===== src/rtl/rv_dm_arbiter.sv =====
// Shares one synchronous RAM port between the CPU load/store path and a debug host.
// The CPU normally wins; a pending host request is forced through after HOST_WAIT_MAX lost cycles.
module rv_dm_arbiter #(
  parameter int unsigned HOST_WAIT_MAX = 4
) (
  input  logic        clk_i,
  input  logic        rst_n_i,
  // CPU port
  input  logic        cpu_req_i,
  input  logic        cpu_we_i,
  input  logic [31:0] cpu_addr_i,
  input  logic [31:0] cpu_data_i,
  input  logic [3:0]  cpu_sel_i,
  output logic        cpu_stall_o,
  // Debug host port
  input  logic        h_req_i,
  input  logic        h_we_i,
  input  logic [31:0] h_addr_i,
  input  logic [31:0] h_data_i,
  input  logic [3:0]  h_sel_i,
  output logic        h_ack_o,
  output logic [31:0] h_data_o,
  // Synchronous RAM port
  output logic [31:0] mem_addr_o,
  output logic [31:0] mem_data_o,
  output logic [3:0]  mem_sel_o,
  output logic        mem_we_o,
  output logic        mem_re_o,
  input  logic [31:0] mem_data_i
);

  typedef enum logic [1:0] {
    ST_IDLE      = 2'd0,
    ST_HOST_DATA = 2'd1,
    ST_HOST_ACK  = 2'd2
  } state_t;

  localparam logic [3:0] WAIT_MAX = 4'(HOST_WAIT_MAX);

  state_t      r_state;
  state_t      w_state_nxt;
  logic [3:0]  r_wait_cnt;
  logic [3:0]  w_wait_cnt_nxt;
  logic        r_host_rd;
  logic        r_h_ack;
  logic [31:0] r_h_data;
  logic        w_wait_full;
  logic        w_grant;

  assign w_wait_full = (r_wait_cnt == WAIT_MAX);

  // Reset is folded in so the RAM strobes stay quiet while rst_n_i is low.
  assign w_grant = rst_n_i && (r_state == ST_IDLE) && h_req_i &&
                   (!cpu_req_i || w_wait_full);

  // NOTE: state registers use non-blocking assignments so every flop samples
  // pre-edge values; blocking here would create order-dependent simulation.
  always_ff @(posedge clk_i) begin
    if (!rst_n_i) begin
      r_state    <= ST_IDLE;
      r_wait_cnt <= 4'd0;
      r_host_rd  <= 1'b0;
      r_h_ack    <= 1'b0;
      r_h_data   <= 32'd0;
    end else begin
      r_state    <= w_state_nxt;
      r_wait_cnt <= w_wait_cnt_nxt;
      r_h_ack    <= (r_state == ST_HOST_DATA);
      if (w_grant) begin
        r_host_rd <= !h_we_i;
      end
      if ((r_state == ST_HOST_DATA) && r_host_rd) begin
        r_h_data <= mem_data_i;
      end
    end
  end

  // NOTE: every variable driven here is given a default first so no path
  // through the case leaves it unassigned, which would infer a latch.
  always_comb begin
    w_state_nxt    = r_state;
    w_wait_cnt_nxt = r_wait_cnt;
    unique case (r_state)
      ST_IDLE: begin
        if (w_grant) begin
          w_state_nxt    = ST_HOST_DATA;
          w_wait_cnt_nxt = 4'd0;
        end else if (h_req_i) begin
          if (!w_wait_full) begin
            w_wait_cnt_nxt = r_wait_cnt + 4'd1;
          end
        end else begin
          w_wait_cnt_nxt = 4'd0;
        end
      end
      ST_HOST_DATA: w_state_nxt = ST_HOST_ACK;
      ST_HOST_ACK:  w_state_nxt = ST_IDLE;
      default:      w_state_nxt = ST_IDLE;
    endcase
  end

  // The CPU owns the RAM port in every cycle that is not a host grant.
  always_comb begin
    mem_addr_o  = cpu_addr_i;
    mem_data_o  = cpu_data_i;
    mem_sel_o   = cpu_sel_i;
    mem_we_o    = rst_n_i && cpu_req_i && cpu_we_i;
    mem_re_o    = rst_n_i && cpu_req_i && !cpu_we_i;
    cpu_stall_o = 1'b0;
    if (w_grant) begin
      mem_addr_o  = h_addr_i;
      mem_data_o  = h_data_i;
      mem_sel_o   = h_sel_i;
      mem_we_o    = h_we_i;
      mem_re_o    = !h_we_i;
      cpu_stall_o = cpu_req_i;
    end
  end

  assign h_ack_o  = r_h_ack;
  assign h_data_o = r_h_data;

endmodule


===== config.mk =====
export PLATFORM = sky130hd
export DESIGN_NAME = rv_dm_arbiter
export DESIGN_NICKNAME = d
export VERILOG_FILES = /design/src/rtl/rv_dm_arbiter.sv
export SDC_FILE = /design/constraint.sdc
export NUM_CORES = 1
export LEC_CHECK = 0
export CORE_AREA = 2 2 107 109
export DETAILED_ROUTE_END_ITERATION = 16
export DIE_AREA = 0 0 109 111
export GPL_TIMING_DRIVEN = 0
export PLACE_DENSITY = 0.8
export SLEW_MARGIN = 20
export SYNTH_ARGS = -nofsm -noshare
export SYNTH_HDL_FRONTEND = slang
export SYNTH_SLANG_ARGS = --single-unit

===== constraint.sdc =====
create_clock -name clk_i -period 2.4 [get_ports clk_i]
set_input_delay 0.24 -clock clk_i [delete_from_list [all_inputs] [get_ports clk_i]]
set_output_delay 0.24 -clock clk_i [all_outputs]
set_load 0.005 [all_outputs]

* Yosys cells after proc, flatten, opt, wreduce, memory -nomap -nowiden
Index checks and enable logic that the tools add are counted.
** Word-level totals
- Output and inout port bits :: 104
- Memory bits (writable) :: 0
- Logic and storage cells :: 34
- Input port bits :: 174
- Bits in registers :: 40
- Memories kept :: 0
- Memory bits (read-only) :: 0
- Latch bits :: 0
** Cells by class
- Multiply operators :: 0
- Add/sub/neg operators :: 1
- Reduce and logical (&&, ||, !) cells :: 13
- Bitwise gates (word level) :: 0
- $lt $le $gt $ge :: 0
- Divide/modulo/power cells :: 0
- Shift operators :: 0
- Equality and inequality tests :: 4
- Muxes and demuxes :: 11
** Operators with widths (number)
- two-way mux 32 bit :: 2
- two-way mux 4 bit :: 4
- logical AND 1 bit :: 7
- adder 4 x 1 -> 4 bit, second input constant :: 1
- equality test 4 x 3 -> 1 bit, second input constant :: 1
- case mux 2 bit (2 select lines) :: 1
- zero test 1 bit :: 3
- two-way mux 1 bit :: 3
- != test 3 x 2 -> 1 bit, second input constant :: 1
- equality test 2 x 1 -> 1 bit, second input constant :: 1
- zero test 2 bit :: 1
- two-way mux 2 bit :: 1
- != test 2 bit, second input constant :: 1
- AND reduction 2 bit :: 1
- logical OR 1 bit :: 1

* Longest topological paths before layout
Gate-level depths: netlist of the first run.
- Word-level depth :: 6
- Gate-level depth with buffers :: 6
- Gate-level depth less buffers :: 5

* Worst setup path before layout of the first run
OpenSTA, ideal clock, no wires.
- Path type :: flip-flop to output port
- From :: register r_wait_cnt[0]
- To :: output mem_addr_o[0]
- Cell stages (with the launch flop) :: 7
- Buffers on the path :: 1
- Arrival time :: 1.768 ns
- Path slack :: 0.392 ns
- Data required time :: 2.160 ns
- Cell sequence :: dfxtp_1 -> inv_1 -> ha_1 -> nand3b_2 -> a211oi_4 -> buf_6 -> mux2_4
** Between the ends
- Cells in the longest elaborated chain, start to end :: 4
** Ends and longest elaborated chain
- from (decl) :: line 42 : logic [3:0] r_wait_cnt;
- from (signal assigned) :: line 67 : r_wait_cnt <= w_wait_cnt_nxt;
- equality test 4 x 3 -> 1 bit :: line 50 : assign w_wait_full = (r_wait_cnt == WAIT_MAX);
- logical OR 1 bit :: line 54 : (!cpu_req_i || w_wait_full);
- logical AND 1 bit :: line 53 : assign w_grant = rst_n_i && (r_state == ST_IDLE) && h_req_i &&
- two-way mux 32 bit :: line 110 : if (w_grant) begin
- to (decl) :: line 24 : output logic [31:0] mem_addr_o,
No other way between the ends.

* Final worst setup path of the first run
- From :: register r_wait_cnt[0]
- To :: output mem_sel_o[3]
** Between the ends
- Cells in the longest elaborated chain, start to end :: 4
** Ends and longest elaborated chain
- equality test 4 x 3 -> 1 bit :: line 50
- logical OR 1 bit :: line 54
- logical AND 1 bit :: line 53
- two-way mux 4 bit :: line 110
- to (decl) :: line 26 : output logic [3:0] mem_sel_o,
No other way between the ends.

==> results_dict.tcl, run 1 <==
set metrics [dict create \
    outcome "completed" \
    crit_path_max_incr_delay_ns 0.33 \
    crit_fanout 6 \
    worst_slack_ns 0.0561 \
    fin_util_pct 53.1 \
    routed_wl_mm 13.5 \
    period_needed_ns 2.34 \
    drive_above_1_share_pct 27.6 \
    clock_latency_ns 0.29 \
    synth.distinct_cells 26 \
    critical_path_class "reg -> out" \
    synth_area_leader_cell "mux2_4" \
    holdWs_ns 0.422 \
    final_cells 720 \
    port_buffers 277 \
    fmax_mhz 427 \
    worst_pin_slew_ns 0.464 \
    via_per_inst 4.45 \
    reg2reg_to "r_host_rd$_SDFFE_PN0N_" \
    area_delta_synth_final_pct 127 \
    end_kind "output pin" \
    hold_depth 3 \
    cts_tree "yes" \
    design.die.area_sq_um 12100 \
    min_period_over_period_pct 97.7 \
    dp_slack_ns -0.531 \
    critPathLaunchType "flop" \
    r2r_cells 9 \
    final_common_cell "clkdlybuf4s50_1" \
    firstDrtPassIters 6 \
    cpMostUsedCell "buf_6" \
    fp.dieH_microns 111 \
    detail_route.wl_per_cell_microns 18.8 \
    vdd_ir_drop_max_mv 0.454 \
    initial_core_util_pct 23.4 \
    crit_slowest_cell "dfxtp_2" \
    clockRootBuffer "clkbuf_16" \
    min_delay_worst_endpoint "r_host_rd$_SDFFE_PN0N_" \
    grt_pass1_vias 3288 \
    worstHoldStart "rst_n_i" \
    drtIter0Drc 160 \
    rsz0062_at_grt "true" \
    finalHoldViolCount 0 \
    ys_warn_count 0 \
    core_area_sq_um 11100 \
    rr_startpoint "r_wait_cnt[0]$_SDFFE_PN0P_" \
    grt_overflow 0 \
    hold_path_class "in -> reg" \
    vias 3204 \
    dp_hpwl_mm 10.9 \
    critPathRequiredTime_ns 2.16 \
    ys_seq_area_share_pct 30.9 \
    numCtsBuffers 5 \
    pin_count 278 \
    drtAntennaViolNets 0 \
    layout.nets 751 \
    slew_headroom_pct 69.1 \
    synth_top_area_share_pct 34.7 \
    clk_pin_slew_ns 0.06 \
    syn_nets 439 \
    synth_top_family_by_area "multiplexers" \
    gp_congestion 0.877 \
    cts_sinks 40 \
    syn_area_per_cell_sq_um 9.87 \
    finalMaxSlewViolations 0 \
    cts_max_path_buffers 2 \
    yosys.area_share.xor_xnor_pct 0 \
    yosys-top-cells-area "mux2_4, dfxtp_1, nand2_1" \
    cellPowerDensity_nw_per_um2 368 \
    critical-path-top-delay-family "buffers and inverters" \
    drc 0 \
    row_count 39 \
    clock_skew_ns 0.00288 \
    synth-adder-area-share_pct 0.964 \
    chipWidth_microns 109 \
    synth-compound-area-share_pct 8.82 \
    r2r_slack_ns 0.71 \
    grt_max_degree 14 \
    crit_buf_inv 4 \
    cp_cell_sequence "inv_2, ha_4, nand3b_4, a211oi_4, buf_6, buf_6, mux2_2, dlygate4sd2_1" \
    setup_viol 0 \
    placedCellCount 683 \
    cts_max_level 2 \
    track_usage_pct 20.5 \
    synth_mux_area_share_pct 38.6 \
    synth-seq-cells 40 \
    p_leak_nw 2.37 \
    grt_pass1_wl_mm 18.5 \
    final_cell_mix "clkdlybuf4s50_1, nand2_1, mux2_4, dfxtp_1, a21oi_1" \
    antenna_found_initial 2 \
    yosys.area_share.simple_pct 14.9 \
    drv_cap 0 \
    worst-endpoint-arrival_ns 2.10 \
    synth_area_sq_um 2590 \
    netlist_instances 263 \
]
flip-flops by register name (all words and copies together), names as in the netlist:
signal and flops:
r_state 2, h_ack_o 1, h_data_o 32, r_host_rd 1, r_wait_cnt 4
cell type report:
cell class / count / area, sq um
diodes: 1 / 2.50
plain buffers: 18 / 151
clock buffers: 5 / 125
clock inverters: 3 / 42.5
fillers: 1016 / 5190
inverters: 5 / 18.8
multi-input cells: 198 / 1670
flip-flops and latches: 40 / 806
well taps: 143 / 179
repair buffers: 307 / 2900
worst max path at each step:
stage | start | to | slack, ns | cells after the start
global placement | rst_n_i | mem_addr_o[26] | -0.53 | 6
global route | r_wait_cnt[0]$_SDFFE_PN0P_ | mem_data_o[31] | -0.02 | 8
detailed placement | rst_n_i | mem_addr_o[30] | -0.53 | 6
CTS | r_state[1]$_SDFFE_PN0P_ | mem_addr_o[22] | 0.01 | 8
finish | r_wait_cnt[0]$_SDFFE_PN0P_ | mem_sel_o[3] | 0.06 | 8
floorplan | r_wait_cnt[0]$_SDFFE_PN0P_ | mem_addr_o[0] | 0.39 | 6
worst reg2reg max path, cell delays in order, from the launching register on:
cell,delay [ns]
dfxtp_2,0.33
inv_2,0.07
ha_4,0.13
nand3b_4,0.09
a211oi_4,0.28
buf_6,0.18
buf_8,0.13
buf_4,0.13
buf_4,0.11
mux2i_1,0.17
where the power goes:
part	internal [mW]	switching (mW)	total, mW
clock network	0.489	0.282	0.771
logic	0.503	0.216	0.719
registers	0.671	0.00430	0.676
kinds of logic after synthesis:
kind of cell / count (synthesis)
and+or+nand+nor: 87
muxes: 69
AOI/OAI and AO/OA: 40
DFF: 40
buffers and inverters: 25
adders and majority gates: 2
synthesized netlist by cell type:
cell type,n
nand2_1,70
mux2_4,60
dfxtp_1,40
a21oi_1,34
clkbuf_1,12
buf_6,8
inv_1,5
mux2_1,5
mux2_2,3
nand4_1,3
a31oi_1,2
and2_1,2
ha_1,2
nand3_1,2
nand4b_1,2
nor3b_1,2
o2bb2ai_1,2
a211oi_4,1
and3b_2,1
and4b_1,1
mux2i_1,1
nand3b_1,1
nand3b_2,1
nor2_1,1
o311ai_0,1
or2_1,1
per-layer routing:
| metal | vias up | GRT usage, % | part of all wire, % |
|---|---|---|---|
| met1 | 1476 | 21.8 | 38 |
| met2 | 177 | 36.3 | 48 |
| li1 | 1528 | - | - |
| met5 | - | 0 | 0.074 |
| met3 | 21 | 9.11 | 12 |
| met4 | 2 | 5.21 | 1.6 |
what timing repair did:
action	in CTS	in global routing
hold buffers	0	0
gates resized for setup	138	84
setup buffers	24	4
pin swaps	2	1
endpoints found under the setup margin	71	52
cloned	1	2
stage by stage:
stage / area [sq um] / power, mW / setup TNS (ns)
2_1_floorplan: 2590 / 0.901 / 0
3_3_place_gp: 5550 / 1.41 / -32.25
3_5_place_dp: 5550 / 1.41 / -32.43
4_1_cts: 5900 / 2.16 / 0
5_1_grt: 5880 / 2.24 / -0.0468
6_report: 5890 / 2.17 / 0
Note: power is estimated with default switching activity, not from simulation.
==> run 2, diff against run 1 <==
==> constraint.sdc (replaced) <==
create_clock -name clk_i -period 2.4 [get_ports clk_i]
set_input_delay 0.24 -clock clk_i [delete_from_list [all_inputs] [get_ports clk_i]]
set_output_delay 0.24 -clock clk_i [all_outputs]
set_load 0.01 [all_outputs]
==> run 2 against run 1 <==
  * Clock skew rose by 0.00096 ns
  * Fmax fell by 0.25%
  * Largest power group unchanged
  * Critical endpoint is now mem_addr_o[13]
  * Setup slack got worse by 0.0059 ns
  * Critical path depth did not move
  * Highest routed layer unchanged
==> results_dict.tcl, run 2 (same netlist as run 1, synthesis figures left out) <==
set metrics [dict create \
    port_buffers 277 \
    clock_skew_ns 0.00384 \
    antenna_found_initial 2 \
    clock_latency_ns 0.29 \
    fin_setup_tns_ns 0 \
    grt_max_degree 14 \
    clk_pin_slew_ns 0.06 \
    critical-path-top-delay-family "buffers and inverters" \
    end_kind "output pin" \
    crit_cells 8 \
    clockRootBuffer "clkbuf_16" \
    cts_sinks 40 \
    routed_wl_mm 13.4 \
    critical_path_class "reg -> out" \
    crit_fanout 5 \
    finalHoldViolCount 0 \
    critPathLaunchType "flop" \
    grt_pass1_wl_mm 18.5 \
    rsz0062_at_grt "true" \
    drtAntennaViolNets 0 \
    via_per_inst 4.45 \
    crit_path_max_incr_delay_ns 0.34 \
    crit_buf_inv 5 \
    hold_depth 3 \
    core_area_sq_um 11100 \
    setup_viol 0 \
    numCtsBuffers 5 \
    fp.dieH_microns 111 \
    fillers 1015 \
    gp_congestion 0.877 \
    layout.nets 746 \
    min_period_over_period_pct 97.9 \
    crit_slowest_cell "dfxtp_4" \
    firstDrtPassIters 4 \
    r2r_cells 6 \
    track_usage_pct 20.6 \
    cts_tree "yes" \
    critPathRequiredTime_ns 2.16 \
    finalMaxSlewViolations 0 \
    design.die.area_sq_um 12100 \
    dp_hpwl_mm 10.9 \
    area_delta_synth_final_pct 125 \
    final_cell_mix "clkdlybuf4s50_1, nand2_1, mux2_4, dfxtp_1, a21oi_1" \
    cellPowerDensity_nw_per_um2 375 \
    slew_headroom_pct 68.7 \
    grt_pass1_vias 3228 \
    vdd_ir_drop_max_mv 0.453 \
    drv_cap 0 \
    worst_pin_slew_ns 0.464 \
    final_common_cell "clkdlybuf4s50_1" \
    fmax_mhz 426 \
    grt_overflow 0 \
    chipWidth_microns 109 \
    cp_cell_sequence "or2_1, buf_6, a211oi_4, buf_6, buf_6, bufbuf_16, mux2_4, buf_6" \
    cts_max_level 2 \
    fin_util_pct 52.8 \
    cpMostUsedCell "buf_6" \
    p_leak_nw 2.37 \
    worst-endpoint-arrival_ns 2.11 \
    detail_route.wl_per_cell_microns 18.8 \
    outcome "completed" \
    hold_path_class "in -> reg" \
    drive_above_1_share_pct 28.4 \
    cts_max_path_buffers 2 \
    pin_count 278 \
    vias 3180 \
    drc 0 \
    row_count 39 \
    initial_core_util_pct 23.4 \
    drtIter0Drc 173 \
    largest_reg_flops 32 \
    period_needed_ns 2.35 \
]
[run 2: metrics by stage]
| step | area [sq um] | worst slack (ns) | hold slack [ns] | std cells | power (mW) |
|---|---|---|---|---|---|
| floorplan | 2590 | 0.370 | 0.338 | 263 | 0.938 |
| global placement | 5550 | -0.563 | 0.442 | 683 | 1.45 |
| detailed placement | 5550 | -0.561 | 0.448 | 683 | 1.45 |
| CTS | 5880 | 0.00270 | 0.457 | 710 | 2.20 |
| global route | 5840 | -0.0121 | 0.349 | 714 | 2.27 |
| finish | 5840 | 0.0502 | 0.304 | 715 | 2.19 |
[run 2: what timing repair did]
action | in CTS | in global routing
pin swaps | 2 | 0
buffers inserted | 17 | 4
hold buffers | 0 | 0
setup endpoints to repair | 71 | 46
resized for setup | 189 | 43
endpoints found under the hold margin | 0 | 0
gates cloned | 2 | 1
[run 2: final timing paths]
path | start | end | slack, ns
min | rst_n_i | r_host_rd$_SDFFE_PN0N_ | 0.30
min reg2reg | h_data_o[6]$_SDFFE_PN0P_ | h_data_o[6]$_SDFFE_PN0P_ | 0.46
max | r_state[0]$_SDFFE_PN0P_ | mem_addr_o[13] | 0.05
max reg2reg | r_state[1]$_SDFFE_PN0P_ | h_data_o[10]$_SDFFE_PN0P_ | 0.82
[run 2: worst min-delay path: stages]
cell,delay (ns)
dlymetal6s2s_1,0.16
nand2_1,0.08
mux2i_1,0.06
[run 2: power by group]
part | internal, mW | switching (mW)
clock network | 0.489 | 0.279
registers | 0.671 | 0.00419
logic | 0.502 | 0.247
[run 2: layout make-up]
| class | count | area (sq um) | share of cell area, % |
|---|---|---|---|
| timing repair buffer | 301 | 2830 | 48.4 |
| multi-input combinational | 198 | 1670 | 28.5 |
| sequential | 40 | 808 | 13.8 |
| tap | 143 | 179 | 3.06 |
| buffer | 19 | 171 | 2.93 |
| clock buffer | 5 | 125 | 2.14 |
| clock inverter | 3 | 42.5 | 0.728 |
| inverter | 5 | 18.8 | 0.321 |
| antenna | 1 | 2.50 | 0.0428 |
[run 2: metal layers]
metal	GRT usage [%]	vias to the layer above	share of wire (%)
met4	5.30	2	2.0
met1	22.4	1466	37
met2	36.0	173	48
li1	-	1520	-
met3	8.82	19	12
met5	0	-	0.097
==> run 3, diff against run 2 <==
==> constraint.sdc (replaced) <==
create_clock -name clk_i -period 2.4 [get_ports clk_i]
set_input_delay 0.24 -clock clk_i [delete_from_list [all_inputs] [get_ports clk_i]]
set_output_delay 0.24 -clock clk_i [all_outputs]
set_load 0.005 [all_outputs]
==> results of run 3 <==
Final layout, timing and power as in run 1 (identical DEF).
==> variant: new RTL, settings of run 3 <==
The 3 states of `state_t` get a one-hot encoding in 3 bits.
--- a/src/rtl/rv_dm_arbiter.sv
+++ b/src/rtl/rv_dm_arbiter.sv
@@ -29,10 +29,10 @@
   input  logic [31:0] mem_data_i
 );
 
-  typedef enum logic [1:0] {
-    ST_IDLE      = 2'd0,
-    ST_HOST_DATA = 2'd1,
-    ST_HOST_ACK  = 2'd2
+  typedef enum logic [2:0] {
+    ST_IDLE      = 3'b001,
+    ST_HOST_DATA = 3'b010,
+    ST_HOST_ACK  = 3'b100
   } state_t;
 
   localparam logic [3:0] WAIT_MAX = 4'(HOST_WAIT_MAX);
Behaviour: no difference found for any inputs over 10 cycles, from zero or initial values and one cycle with rst_n_i low; not proved beyond that.
==> variant against run 3 <==
- the run now ends with setup timing left
- wire length shrank 7.2%
- sequential cell count up 1
- first-iteration DRC count grew 1.3%
- worst setup slack lost 0.16 ns
- largest cell class unchanged
- highest routed layer unchanged
- final area increased by 5.0%
- global-route usage shrank 1.3 points
- area after synthesis is 1.4% higher
- total power up 6.6%
- critical path type unchanged
==> variant: results (changes against run 3) <==
[yosys]
avgSynthCellArea_sq_um=9.93  ; was 9.87 sq um
syn_nets=441  ; was 439
synth_mux_area_share_pct=37.4  ; was 38.6%
yosysSeqAreaShare_pct=31.2  ; was 30.9%
yosys.area_share.adder_pct=0.951  ; was 0.964%
netlist-cell-type-count=31  ; was 26
synth.area.top_cells=dfxtp_1 (31%), mux2_4 (29%), nand2_1 (10%)  ; was mux2_4 (35%), dfxtp_1 (31%), nand2_1 (10%)
netlist_area_sq_um=2630  ; was 2590 sq um
synth_common_cells=nand2_1 (70), mux2_4 (50), dfxtp_1 (41)  ; was nand2_1 (70), mux2_4 (60), dfxtp_1 (40)

[drt]
avgViaCountPerCell=4.37  ; was 4.45
drt_iter0_drc=162  ; was 160
dr_wl_met2_microns=6460  ; was 6510 microns
vias=3178  ; was 3204
dr_wl_met3_microns=1230  ; was 1650 microns
firstDrtPassIters=4  ; was 6
routed_wl_microns=12500  ; was 13500 microns

[timing]
setup_viol=21  ; was 0
tightest_slew_ns=0.552  ; was 0.464 ns
finClkSkew_ns=0.00266  ; was 0.00288 ns
setup_slack_ns=-0.100  ; was 0.0561 ns
whs_ns=0.455  ; was 0.422 ns
tns_ns=-0.519  ; was 0 ns

[place]
post-dp-hpwl_microns=9840  ; was 10900 microns
gp_congestion=0.839  ; was 0.877
dp_cells=685  ; was 683
dpl_cell_area_sq_um=5580  ; was 5550 sq um

[critical_path]
endpoint=mem_data_o[17]  ; was mem_sel_o[3]
r2r-start=r_wait_cnt[1]  ; was r_wait_cnt[0]
reg2regPathDepth=8  ; was 9
arrival_ns=2.26  ; was 2.10 ns
critPathKind=reg -> out  ; unchanged
critPathMaxFanout=5  ; was 6

[layout]
antenna_cells=0  ; was 1
nNetsFinal=760  ; was 751
drive_gt1_share_pct=31.6  ; was 27.6%

[clock_network]
cts_resized=286  ; was 138
clk_path_buf_depth=2  ; unchanged
postCtsSetupRepairBufs=30  ; was 24
htreeDepth=2  ; unchanged

[power]
p_comb_uw=764  ; was 719 uW
p_sw_uw=479  ; was 502 uW
leakagePower_nw=2.47  ; was 2.37 nW
p_total_mw=2.31  ; was 2.17 mW
p_clk_share_pct=37.1  ; was 35.6%

[hold_path]
hp-class=reg -> reg  ; was in -> reg
min_to=h_data_o[1]  ; was r_host_rd
hold_depth=2  ; was 3
hp-start=h_data_o[1]  ; was rst_n_i

[global_routing]
grt_pass1_wl_microns=18000  ; was 18500 microns
gr-usage-all-layers_pct=19.2  ; was 20.5%
grt_antenna_before_repair=1  ; was 2
grt_pass1_vias=3277  ; was 3288

[status]
violations=setup timing
status=complete, but fails checks  ; was finished, final reports clean

-- variant: cell count changes after synthesis, moves of 2 or more --
| cell | run 3 | this run |
|---|---|---|
| buf_12 | 0 | 5 |
| buf_6 | 8 | 1 |
| inv_1 | 5 | 3 |
| mux2_1 | 5 | 9 |
| mux2_2 | 3 | 10 |
| mux2_4 | 60 | 50 |
| nor4b_1 | 0 | 2 |
| o2bb2ai_1 | 2 | 0 |
-- variant: logic make-up (layout without fill, tap and decap cells) --
kind of cell,after synthesis,after routing
simple gates,90,90
buf+inv,24,344
mux,71,71
fa+ha+maj,2,2
flops,41,41
compound gates,37,37
-- variant: final cells by class --
class	instances	area, sq um
plain buffers	20	171
clock buffers	5	125
clock inverters	3	65.1
fillers	964	4900
inverters	3	13.8
multi-input cells	200	1650
flip-flops and latches	41	830
well taps	143	179
repair buffers	313	3150
-- variant: routing by layer --
metal  vias to the layer above  track usage (%)
met5                         -                0
met4                         2             4.27
met3                        18             5.94
met2                       146             35.5
met1                      1463             21.0
li1                       1549                -
